==> src/rtl/main_comparator.sv <==
// main_comparator: registered A==B compare with a saturating match counter.
// Define MAIN_CMP_MAGNITUDE_EN to also build registered LT/GT outputs.
module main_comparator #(
  parameter int WIDTH = 2,
  parameter int CNT_W = 8
) (
  input  logic             clk,
  input  logic             rst,
  input  logic             in_valid,
  input  logic [WIDTH-1:0] A,
  input  logic [WIDTH-1:0] B,
  output logic             S,
  output logic             out_valid,
  output logic [CNT_W-1:0] match_cnt
`ifdef MAIN_CMP_MAGNITUDE_EN
  ,
  output logic             LT,
  output logic             GT
`endif
);

  logic             eq;
  logic             cnt_sat;
  logic             s_q, s_d;
  logic             v_q, v_d;
  logic [CNT_W-1:0] cnt_q, cnt_d;

  // Operands only matter when in_valid is set, so idle X/Z cannot leak.
  assign eq      = in_valid && (A == B);
  assign cnt_sat = &cnt_q;

  always_comb begin
    s_d   = s_q;
    v_d   = in_valid;
    cnt_d = cnt_q;
    if (in_valid) begin
      s_d = eq;
      if (eq && !cnt_sat) begin
        cnt_d = cnt_q + CNT_W'(1);
      end
    end
  end

  always_ff @(posedge clk) begin
    if (rst) begin
      s_q   <= 1'b0;
      v_q   <= 1'b0;
      cnt_q <= '0;
    end else begin
      s_q   <= s_d;
      v_q   <= v_d;
      cnt_q <= cnt_d;
    end
  end

  assign S         = s_q;
  assign out_valid = v_q;
  assign match_cnt = cnt_q;

`ifdef MAIN_CMP_MAGNITUDE_EN
  logic lt_q, lt_d;
  logic gt_q, gt_d;

  always_comb begin
    lt_d = lt_q;
    gt_d = gt_q;
    if (in_valid) begin
      lt_d = (A < B);
      gt_d = (A > B);
    end
  end

  always_ff @(posedge clk) begin
    if (rst) begin
      lt_q <= 1'b0;
      gt_q <= 1'b0;
    end else begin
      lt_q <= lt_d;
      gt_q <= gt_d;
    end
  end

  assign LT = lt_q;
  assign GT = gt_q;
`endif

endmodule

==> config.mk <==
export PLATFORM = sky130hd
export DESIGN_NAME = main_comparator
export DESIGN_NICKNAME = d
export VERILOG_FILES = /design/src/rtl/main_comparator.sv
export SDC_FILE = /design/constraint.sdc
export NUM_CORES = 1
export LEC_CHECK = 0
export ABC_CLOCK_PERIOD_IN_PS = 1600
export BUFFER_PORTS_ARGS = -buffer_cell sky130_fd_sc_hd__buf_2
export CORE_AREA = 4 4 41 43
export DETAILED_ROUTE_END_ITERATION = 10
export DIE_AREA = 0 0 45 47
export GPL_ROUTABILITY_DRIVEN = 0
export GPL_TIMING_DRIVEN = 0
export PLACE_DENSITY_LB_ADDON = 0.25
export SYNTH_ARGS = -nofsm -noshare
export SYNTH_HDL_FRONTEND = slang
export SYNTH_SLANG_ARGS = --single-unit
==> constraint.sdc <==
create_clock -name clk -period 1.6 [get_ports clk]
set_input_delay 0.08 -clock clk [delete_from_list [all_inputs] [get_ports clk]]
set_output_delay 0.08 -clock clk [all_outputs]
set_load 0.02 [all_outputs]
==> flow_summary_export.csv, run 1 <==
group,metric,value,unit
synth,yosys-top-cells-area,"dfxtp_1 (39%), xnor2_2 (6.4%), a21oi_1 (3.9%), nand3_1 (3.9%), nor2b_1 (3.7%)",
setup_path,worst-r2r-setup-slack,70,ps
detailed_routing,viasPerCell,5.854,
timing,fmax,651.8,MHz
layout,final_common_cell,"buf_2",
grt,track_usage,13.40,%
grt,grt_pass1_vias,478,
grt,antenna_found_initial,0,
worst_hold_path,hold_class,"input port to flip-flop",
synth,yosysSeqAreaShare,39.22,%
status,status,"complete, no violations",
timing,setup_viol,0,
clocking,cts_tree,"yes",
setup_path,critPathLaunch,"match_cnt[2]",
die,die_w,45,µm
grt,grt_max_degree,11,
timing,slew_violations,0,
layout,post-route-util,48.94,%
detailed_routing,routed_wl,1239,µm
worst_hold_path,min-delay-start,"rst",
synth,syn_area,510.5,µm²
layout,final_cell_mix,"buf_2 (15), dfxtp_1 (8)",
grt,grt_pass1_wl,1994,µm
power,peakVddDrop,0.4808,mV
clocking,ctsLongestPathBuffers,2,
synth,synth_nets,64,
clocking,post_cts_buffers,0,
detailed_routing,avgRoutedWirePerCell,13.92,µm
die,fp.dieArea,2115,µm²
power,power_density,777.4,nW/µm²
detailed_routing,first_pass_iters,4,
layout,antenna_cells,0,
detailed_routing,route.detailed.drc,0,
synth,synth_area_per_cell,9.116,µm²
setup_path,cp_data_required_time,1760,ps
clocking,clkTransAtPathRegs,70,ps
placement,portBuffers,15,
clocking,cts_htree_levels,1,
clocking,clock-sinks,10,
die,ioPinCount,17,
synth,synth_cell_types,27,
synth,ys_seq_elements,10,
synth,yosys_warnings,0,
detailed_routing,drtAntennaViolNets,0,
worst_hold_path,min_delay_worst_endpoint,"S",
setup_path,worstRegToRegCells,4,
synth,syn-instance-count,56,
setup_path,cp.arrival,1700,ps
timing,finClkSkew,6.540,ps
flow_run,drv_cap,0,
timing,fin_tns_setup,0,ps
setup_path,end_kind,"flip-flop",
clocking,cts_buffers,3,
timing,min_period,1534,ps
setup_path,cp-start-kind,"flip-flop",
clocking,clk_latency,270,ps
timing,relSlewSlack,78.48,%
synth,synth_top_cell_area_share,39.22,%
synth,yosysTopAreaCell,"dfxtp_1",
setup_path,critical_path.max_stage_delay,500,ps
grt,grt_overflow,0,
die,die_h,47,µm
die,rows,13,
timing,period_share,95.88,%
timing,finalHoldViolCount,0,
timing,holdWs,10.93,ps
die,initial_core_util,39.23,%
placement,hpwl,888.3,µm
timing,rsz0062_at_grt,"false",
layout,area_growth,24.75,%
layout,final_layout_size_suffix_gt1_share,33.78,%
worst_hold_path,hold_path_depth,2,
die,core_area,1301,µm²
power,p_leak,0.2612,nW
setup_path,crit_fanout,6,
detailed_routing,drtIter0Drc,29,
setup_path,rr_endpoint,"match_cnt[7]",
timing,tightest_slew,321.5,ps
clocking,clock_tree.root_cell,"clkbuf_4",
setup_path,cpMaxStageDelayCell,"or4b_1",
layout,nets,84,
detailed_routing,vias,521,
setup_path,cp_cell_sequence,"and4_1 -> nand3_4 -> or4b_1 -> and3_1",
setup_path,crit_type,"flip-flop to flip-flop",
setup_path,r2r_start,"match_cnt[2]",
[through the flow]
step / power, W / setup WS (ps) / std cells / area [µm²]
floorplan: 0.0003000 / 10.87 / 56 / 511.7
global placement: 0.0003183 / 86.35 / 86 / 605.6
detailed placement: 0.0003211 / 79.95 / 86 / 605.6
CTS: 0.0004956 / 57.25 / 89 / 628.1
finish: 0.0004951 / 65.89 / 89 / 636.9
global route: 0.0005153 / 2.785 / 89 / 636.9
[layout make-up]
type | count | area (µm²)
fillers | 127 | 664.4
plain buffers | 1 | 11.26
well taps | 15 | 18.77
clock buffers | 3 | 22.52
repair buffers | 15 | 75.07
flip-flops and latches | 10 | 202.7
multi-input cells | 42 | 295.3
inverters | 3 | 11.26
[per-layer routing]
layer / wire length (µm) / part of all wire [%] / up-vias / GRT usage (%)
li1: - / - / 248 / -
met4: 30 / 2.4 / 0 / 9.942
met3: 82 / 6.6 / 4 / 6.130
met1: 536 / 43 / 249 / 14.71
met2: 590 / 48 / 20 / 20.34
met5: 0 / 0 / - / 0
[cells by family after synthesis]
logic type | after synthesis | synth area share (%)
and+or+nand+nor | 25 | 27.21
adders and majority gates | 1 | 2.451
AOI/OAI and AO/OA | 12 | 16.18
buffers and inverters | 4 | 4.411
xor gates and xnor gates | 2 | 6.372
muxes | 2 | 4.167
DFF | 10 | 39.22
[timing repair]
item                                    in CTS  in global routing
endpoints found under the setup margin       0                  1
hold buffers                                 0                  0
gates resized for setup                      0                  2
[synthesized netlist by cell type]
library cell	count
dfxtp_1	10
a311oi_1	1
o311ai_0	1
a211oi_1	2
buf_6	1
xnor2_2	2
nand4_1	1
nor2_1	4
a31oi_1	1
nor3_1	2
and3_1	2
inv_1	3
ha_1	1
mux2_2	1
nand3_1	4
nand3_2	1
or4b_1	1
or3_1	1
mux2i_1	1
a21oi_1	4
and4_1	1
o41ai_1	1
o31ai_1	1
o21bai_1	1
nand2_1	4
nor2b_1	3
nand2b_1	1
[where the power goes]
group / leakage, nW / internal (W) / total, W / switching, W
logic: 0.165 / 0.0000257 / 0.0000600 / 0.0000343
clock network: 0.0138 / 0.0000871 / 0.000177 / 0.0000901
registers: 0.0820 / 0.000255 / 0.000258 / 0.00000346
total: 0.261 / 0.000367 / 0.000495 / 0.000128
[sequential cells by signal (all words and copies together) (netlist names)]
| name | cells |
|---|---|
| out_valid | 1 |
| S | 1 |
| match_cnt | 8 |
[worst max-delay path, delay by kind of cell, from the launching register on]
family	cells	cell delay, ps
flip-flops	1	380
AND/OR/NAND/NOR	4	1040
[worst max-delay path by stage]
stage                              end  cells past startpoint
final                     match_cnt[7]                      4
after global routing      match_cnt[7]                      4
after CTS                 match_cnt[7]                      4
after detailed placement  match_cnt[7]                      4
after global placement    match_cnt[7]                      4
after floorplan           match_cnt[7]                      4
(Power assumes the default switching activity.)
==> inputs of run 2 (changes only) <==
--- a/config.mk
+++ b/config.mk
@@ -5,13 +5,14 @@
 export SDC_FILE = /design/constraint.sdc
 export NUM_CORES = 1
 export LEC_CHECK = 0
-export ABC_CLOCK_PERIOD_IN_PS = 1600
+export ABC_CLOCK_PERIOD_IN_PS = 1800
 export BUFFER_PORTS_ARGS = -buffer_cell sky130_fd_sc_hd__buf_2
 export CORE_AREA = 4 4 41 43
 export DETAILED_ROUTE_END_ITERATION = 10
 export DIE_AREA = 0 0 45 47
 export GPL_ROUTABILITY_DRIVEN = 0
 export GPL_TIMING_DRIVEN = 0
+export HOLD_SLACK_MARGIN = 0.15
 export PLACE_DENSITY_LB_ADDON = 0.25
 export SYNTH_ARGS = -nofsm -noshare
 export SYNTH_HDL_FRONTEND = slang
==> constraint.sdc (replaced) <==
create_clock -name clk -period 1.8 [get_ports clk]
set_input_delay 0.09 -clock clk [delete_from_list [all_inputs] [get_ports clk]]
set_output_delay 0.09 -clock clk [all_outputs]
set_load 0.02 [all_outputs]
==> flow_summary_export.csv, run 2 (synthesized netlist as in run 1, its figures left out) <==
group,metric,value,unit
layout,final_common_cell,"buf_2",
setup_path,cp-start-kind,"input port",
power,power_density,669.3,nW/µm²
layout,fin_area,646.9,µm²
setup_path,cp_cell_sequence,"dlygate4sd3_1 -> buf_2 -> and4_1 -> nand3_2 -> or4b_1 -> and3_1",
layout,nets,86,
detailed_routing,routed_wl,1092,µm
timing,holdWs,244.1,ps
detailed_routing,avgRoutedWirePerCell,12.00,µm
power,p_leak,0.2683,nW
die,fp.dieArea,2115,µm²
timing,min_period,1623,ps
grt,grt_overflow,0,
grt,antenna_found_initial,0,
placement,portBuffers,15,
layout,antenna_cells,0,
clocking,cts_htree_levels,1,
detailed_routing,drtIter0Drc,10,
timing,finalHoldViolCount,0,
setup_path,cp.arrival,1780,ps
detailed_routing,drtAntennaViolNets,0,
setup_path,critical_path.max_stage_delay,530,ps
clocking,ctsLongestPathBuffers,2,
timing,setup_viol,0,
clocking,clk_latency,260,ps
placement,placed_cell_area,604.3,µm²
timing,fmax,616.2,MHz
setup_path,cp_data_required_time,1960,ps
status,status,"complete, no violations",
timing,tightest_slew,300.5,ps
layout,fillCellCount,131,
timing,slew_violations,0,
clocking,clock_tree.root_cell,"clkbuf_4",
grt,grt_max_degree,11,
die,initial_core_util,39.23,%
layout,seqCellArea,200.2,µm²
flow_run,drv_cap,0,
detailed_routing,route.detailed.drc,0,
layout,area_growth,26.72,%
setup_path,path_buf_inv,2,
detailed_routing,vias,494,
grt,track_usage,11.65,%
timing,period_share,90.15,%
setup_path,crit_fanout,6,
layout,multiInputGateArea,287.8,µm²
power,peakVddDrop,0.3136,mV
layout,largest_reg_flops,8,
die,die_w,45,µm
clocking,cts_tree,"yes",
timing,fin_tns_setup,0,ps
timing,finClkSkew,1.956,ps
setup_path,cpMaxStageDelayCell,"dlygate4sd3_1",
die,ioPinCount,17,
setup_path,crit_type,"input port to flip-flop",
die,die_h,47,µm
layout,final_layout_size_suffix_gt1_share,30.26,%
grt,grt_pass1_vias,393,
worst_hold_path,hold_class,"input port to flip-flop",
clocking,cts_buffers,3,
clocking,post_cts_resized,0,
layout,final_cell_mix,"buf_2 (15), dfxtp_1 (10)",
die,core_area,1301,µm²
clocking,clock-sinks,10,
placement,hpwl,799.9,µm
clocking,clkTransAtPathRegs,60,ps
setup_path,end_kind,"flip-flop",
grt,grt_pass1_wl,1711,µm
detailed_routing,first_pass_iters,4,
detailed_routing,viasPerCell,5.429,
die,rows,13,
power,p_total,0.0004330,W
timing,relSlewSlack,79.89,%
setup_path,crit_family,"simple AND/OR/NAND/NOR gates",
timing,rsz0062_at_grt,"false",
[run 2: repair_timing]
action,4_1_cts,5_1_grt
hold endpoints to repair,7,0
setup buffers,0,0
hold buffers,2,0
[run 2: cell type report]
cell class | count | share of cell area (%)
timing repair buffer | 17 | 14.70
tap | 15 | 2.901
multi-input combinational | 42 | 44.49
inverter | 3 | 1.741
buffer | 1 | 1.741
sequential | 10 | 30.95
clock buffer | 3 | 3.482
[run 2: final timing paths]
path                                     end  cells past startpoint    startpoint  slack, ps
worst min-delay path            match_cnt[3]                      4          A[1]        240
worst min register to register             S                      2             S        470
worst max register to register  match_cnt[7]                      4  match_cnt[2]        210
worst max-delay path            match_cnt[7]                      6      in_valid        180
[run 2: worst reg2reg max path, delay by kind of cell (launching register included)]
| family | cells | cell delay [ps] |
|---|---|---|
| AND/OR/NAND/NOR | 4 | 1070 |
| flip-flops | 1 | 420 |
[run 2: power by group]
part	leakage [nW]	total, W	internal [W]	switching [W]
logic	0.173	0.0000527	0.0000254	0.0000273
registers	0.0810	0.000229	0.000226	0.00000291
clock network	0.0138	0.000152	0.0000772	0.0000744
[run 2: layer usage]
metal | part of all wire (%) | GRT usage [%] | routed length (µm) | up-vias
met3 | 7.3 | 5.747 | 80 | 2
met5 | 0 | 0 | 0 | -
met4 | 1.1 | 5.263 | 12 | 0
li1 | - | - | - | 253
met1 | 46 | 14.45 | 502 | 221
met2 | 45 | 16.95 | 496 | 18
[run 2: through the flow]
stage	cells	util [%]	setup WS (ps)
final	91	49.71	177.3
after global routing	91	49.71	118.8
after global placement	86	46.44	236.7
after detailed placement	86	46.44	212.6
after CTS	91	49.71	190.3
after floorplan	56	-	190.1
==> inputs of run 3 (changes only) <==
--- a/config.mk
+++ b/config.mk
@@ -7,13 +7,15 @@
 export LEC_CHECK = 0
 export ABC_CLOCK_PERIOD_IN_PS = 1800
 export BUFFER_PORTS_ARGS = -buffer_cell sky130_fd_sc_hd__buf_2
-export CORE_AREA = 4 4 41 43
+export CELL_PAD_IN_SITES_DETAIL_PLACEMENT = 0
+export CELL_PAD_IN_SITES_GLOBAL_PLACEMENT = 1
+export CORE_UTILIZATION = 36
 export DETAILED_ROUTE_END_ITERATION = 10
-export DIE_AREA = 0 0 45 47
 export GPL_ROUTABILITY_DRIVEN = 0
 export GPL_TIMING_DRIVEN = 0
 export HOLD_SLACK_MARGIN = 0.15
 export PLACE_DENSITY_LB_ADDON = 0.25
+export SLEW_MARGIN = 20
 export SYNTH_ARGS = -nofsm -noshare
 export SYNTH_HDL_FRONTEND = slang
 export SYNTH_SLANG_ARGS = --single-unit
==> flow_summary_export.csv, run 3 (synthesized netlist as in run 1, its figures left out) <==
group,metric,value,unit
status,status,"complete, no violations",
timing,period_share,91.16,%
placement,placed_cells,86,
clocking,ctsLongestPathBuffers,2,
timing,rsz0062_at_grt,"false",
grt,grt_overflow,0,
layout,seqCellArea,200.2,µm²
die,die_h,39.66,µm
die,ioPinCount,17,
grt,antenna_found_initial,0,
die,die_w,39.66,µm
clocking,clock-sinks,10,
layout,final_common_cell,"buf_2",
clocking,clock_tree.root_cell,"clkbuf_4",
detailed_routing,routed_wl,1118,µm
power,peakVddDrop,0.3769,mV
die,fp.dieArea,1573,µm²
timing,fin_tns_setup,0,ps
layout,antenna_cells,0,
setup_path,cpMaxStageDelayCell,"dlygate4sd3_1",
timing,finalHoldViolCount,0,
placement,hpwl,798.3,µm
setup_path,cp-start-kind,"input port",
detailed_routing,avgRoutedWirePerCell,12.02,µm
placement,portBuffers,15,
clocking,clkTransAtPathRegs,70,ps
layout,multiInputGateArea,287.8,µm²
worst_hold_path,hold_class,"input port to flip-flop",
power,power_density,725.7,nW/µm²
layout,final_cell_count_no_fill,93,
power,p_leak,0.2810,nW
layout,area_growth,31.37,%
layout,largest_reg_flops,8,
layout,final_cell_mix,"buf_2 (15), dfxtp_1 (10)",
timing,setup_viol,0,
clocking,post_cts_buffers,0,
flow_run,drv_cap,0,
clocking,clk_latency,260,ps
timing,holdWs,263.3,ps
clocking,cts_htree_levels,1,
timing,min_period,1641,ps
detailed_routing,vias,486,
detailed_routing,drtIter0Drc,15,
grt,grt_pass1_wl,1752,µm
setup_path,crit_type,"input port to flip-flop",
setup_path,cp.arrival,1810,ps
setup_path,cp_cell_sequence,"dlygate4sd3_1 -> buf_2 -> and4_1 -> nand3_2 -> or4b_1 -> and3_1",
setup_path,cp_data_required_time,1970,ps
clocking,cts_tree,"yes",
timing,fmax,609.4,MHz
layout,nets,87,
die,rows,13,
setup_path,end_kind,"flip-flop",
timing,slew_violations,0,
grt,grt_pass1_vias,388,
detailed_routing,route.detailed.drc,0,
timing,relSlewSlack,81.00,%
setup_path,crit_fanout,6,
timing,tightest_slew,281.4,ps
layout,fillCellCount,133,
setup_path,critical_path.max_stage_delay,530,ps
grt,grt_max_degree,11,
die,core_area,1318,µm²
power,p_total,0.0004867,W
layout,final_layout_size_suffix_gt1_share,30.77,%
placement,post-place-ws,196.5,ps
timing,finClkSkew,8.812,ps
detailed_routing,drtAntennaViolNets,0,
clocking,cts_buffers,3,
grt,track_usage,17.77,%
timing,finalWorstSetupSlack,159.1,ps
detailed_routing,viasPerCell,5.226,
detailed_routing,first_pass_iters,4,
die,initial_core_util,38.75,%
-- run 3: changes by cell type in the layout (fill, tap and decap cells not counted) --
cell           change
clkbuf_8           +1
dlygate4sd3_1      +1
-- run 3: path summary, 6_finish.rpt --
path                        to  slack, ps  cells past startpoint          from
hold / removal    match_cnt[3]        260                      4          A[1]
setup / recovery  match_cnt[7]        160                      6      in_valid
setup reg to reg  match_cnt[7]        190                      4  match_cnt[2]
hold reg to reg              S        480                      2             S
-- run 3: worst max-delay path: cells and delay by family --
kind / cells / cell delay [ps]
and+or+nand+nor: 4 / 1050
buffers and inverters: 2 / 660
-- run 3: what timing repair did --
item	CTS	global route
hold buffers	3	0
endpoints found under the hold margin	7	0
resized for setup	0	0
setup endpoints to repair	0	0
-- run 3: layout make-up --
cell class	count	share of cell area (%)
buffer	1	1.679
clock buffer	4	5.410
inverter	3	1.679
multi-input combinational	42	42.91
sequential	10	29.85
tap	15	2.799
timing repair buffer	18	15.67
-- run 3: power breakdown --
part	total [W]	leakage, nW	internal [W]	switching (W)
sequential	0.000229	0.0810	0.000226	0.00000317
clock	0.000203	0.0210	0.000123	0.0000802
combinational	0.0000548	0.179	0.0000268	0.0000281
total	0.000487	0.281	0.000375	0.000111
-- run 3: through the flow --
| stage | util (%) | area [µm²] |
|---|---|---|
| 3_5_place_dp | 45.87 | 604.3 |
| 2_1_floorplan | - | 510.5 |
| 4_1_cts | 50.90 | 670.6 |
| 3_3_place_gp | 45.87 | 604.3 |
| 5_1_grt | 50.90 | 670.6 |
| 6_report | 50.90 | 670.6 |
-- run 3: metal layers --
layer	vias up	wire length, µm	part of all wire [%]	global-route usage [%]
met3	2	54	4.8	6.818
met5	-	0	0	0
met2	12	489	44	25.41
li1	254	-	-	-
met4	0	12	1.1	10.34
met1	218	561	50	22.22
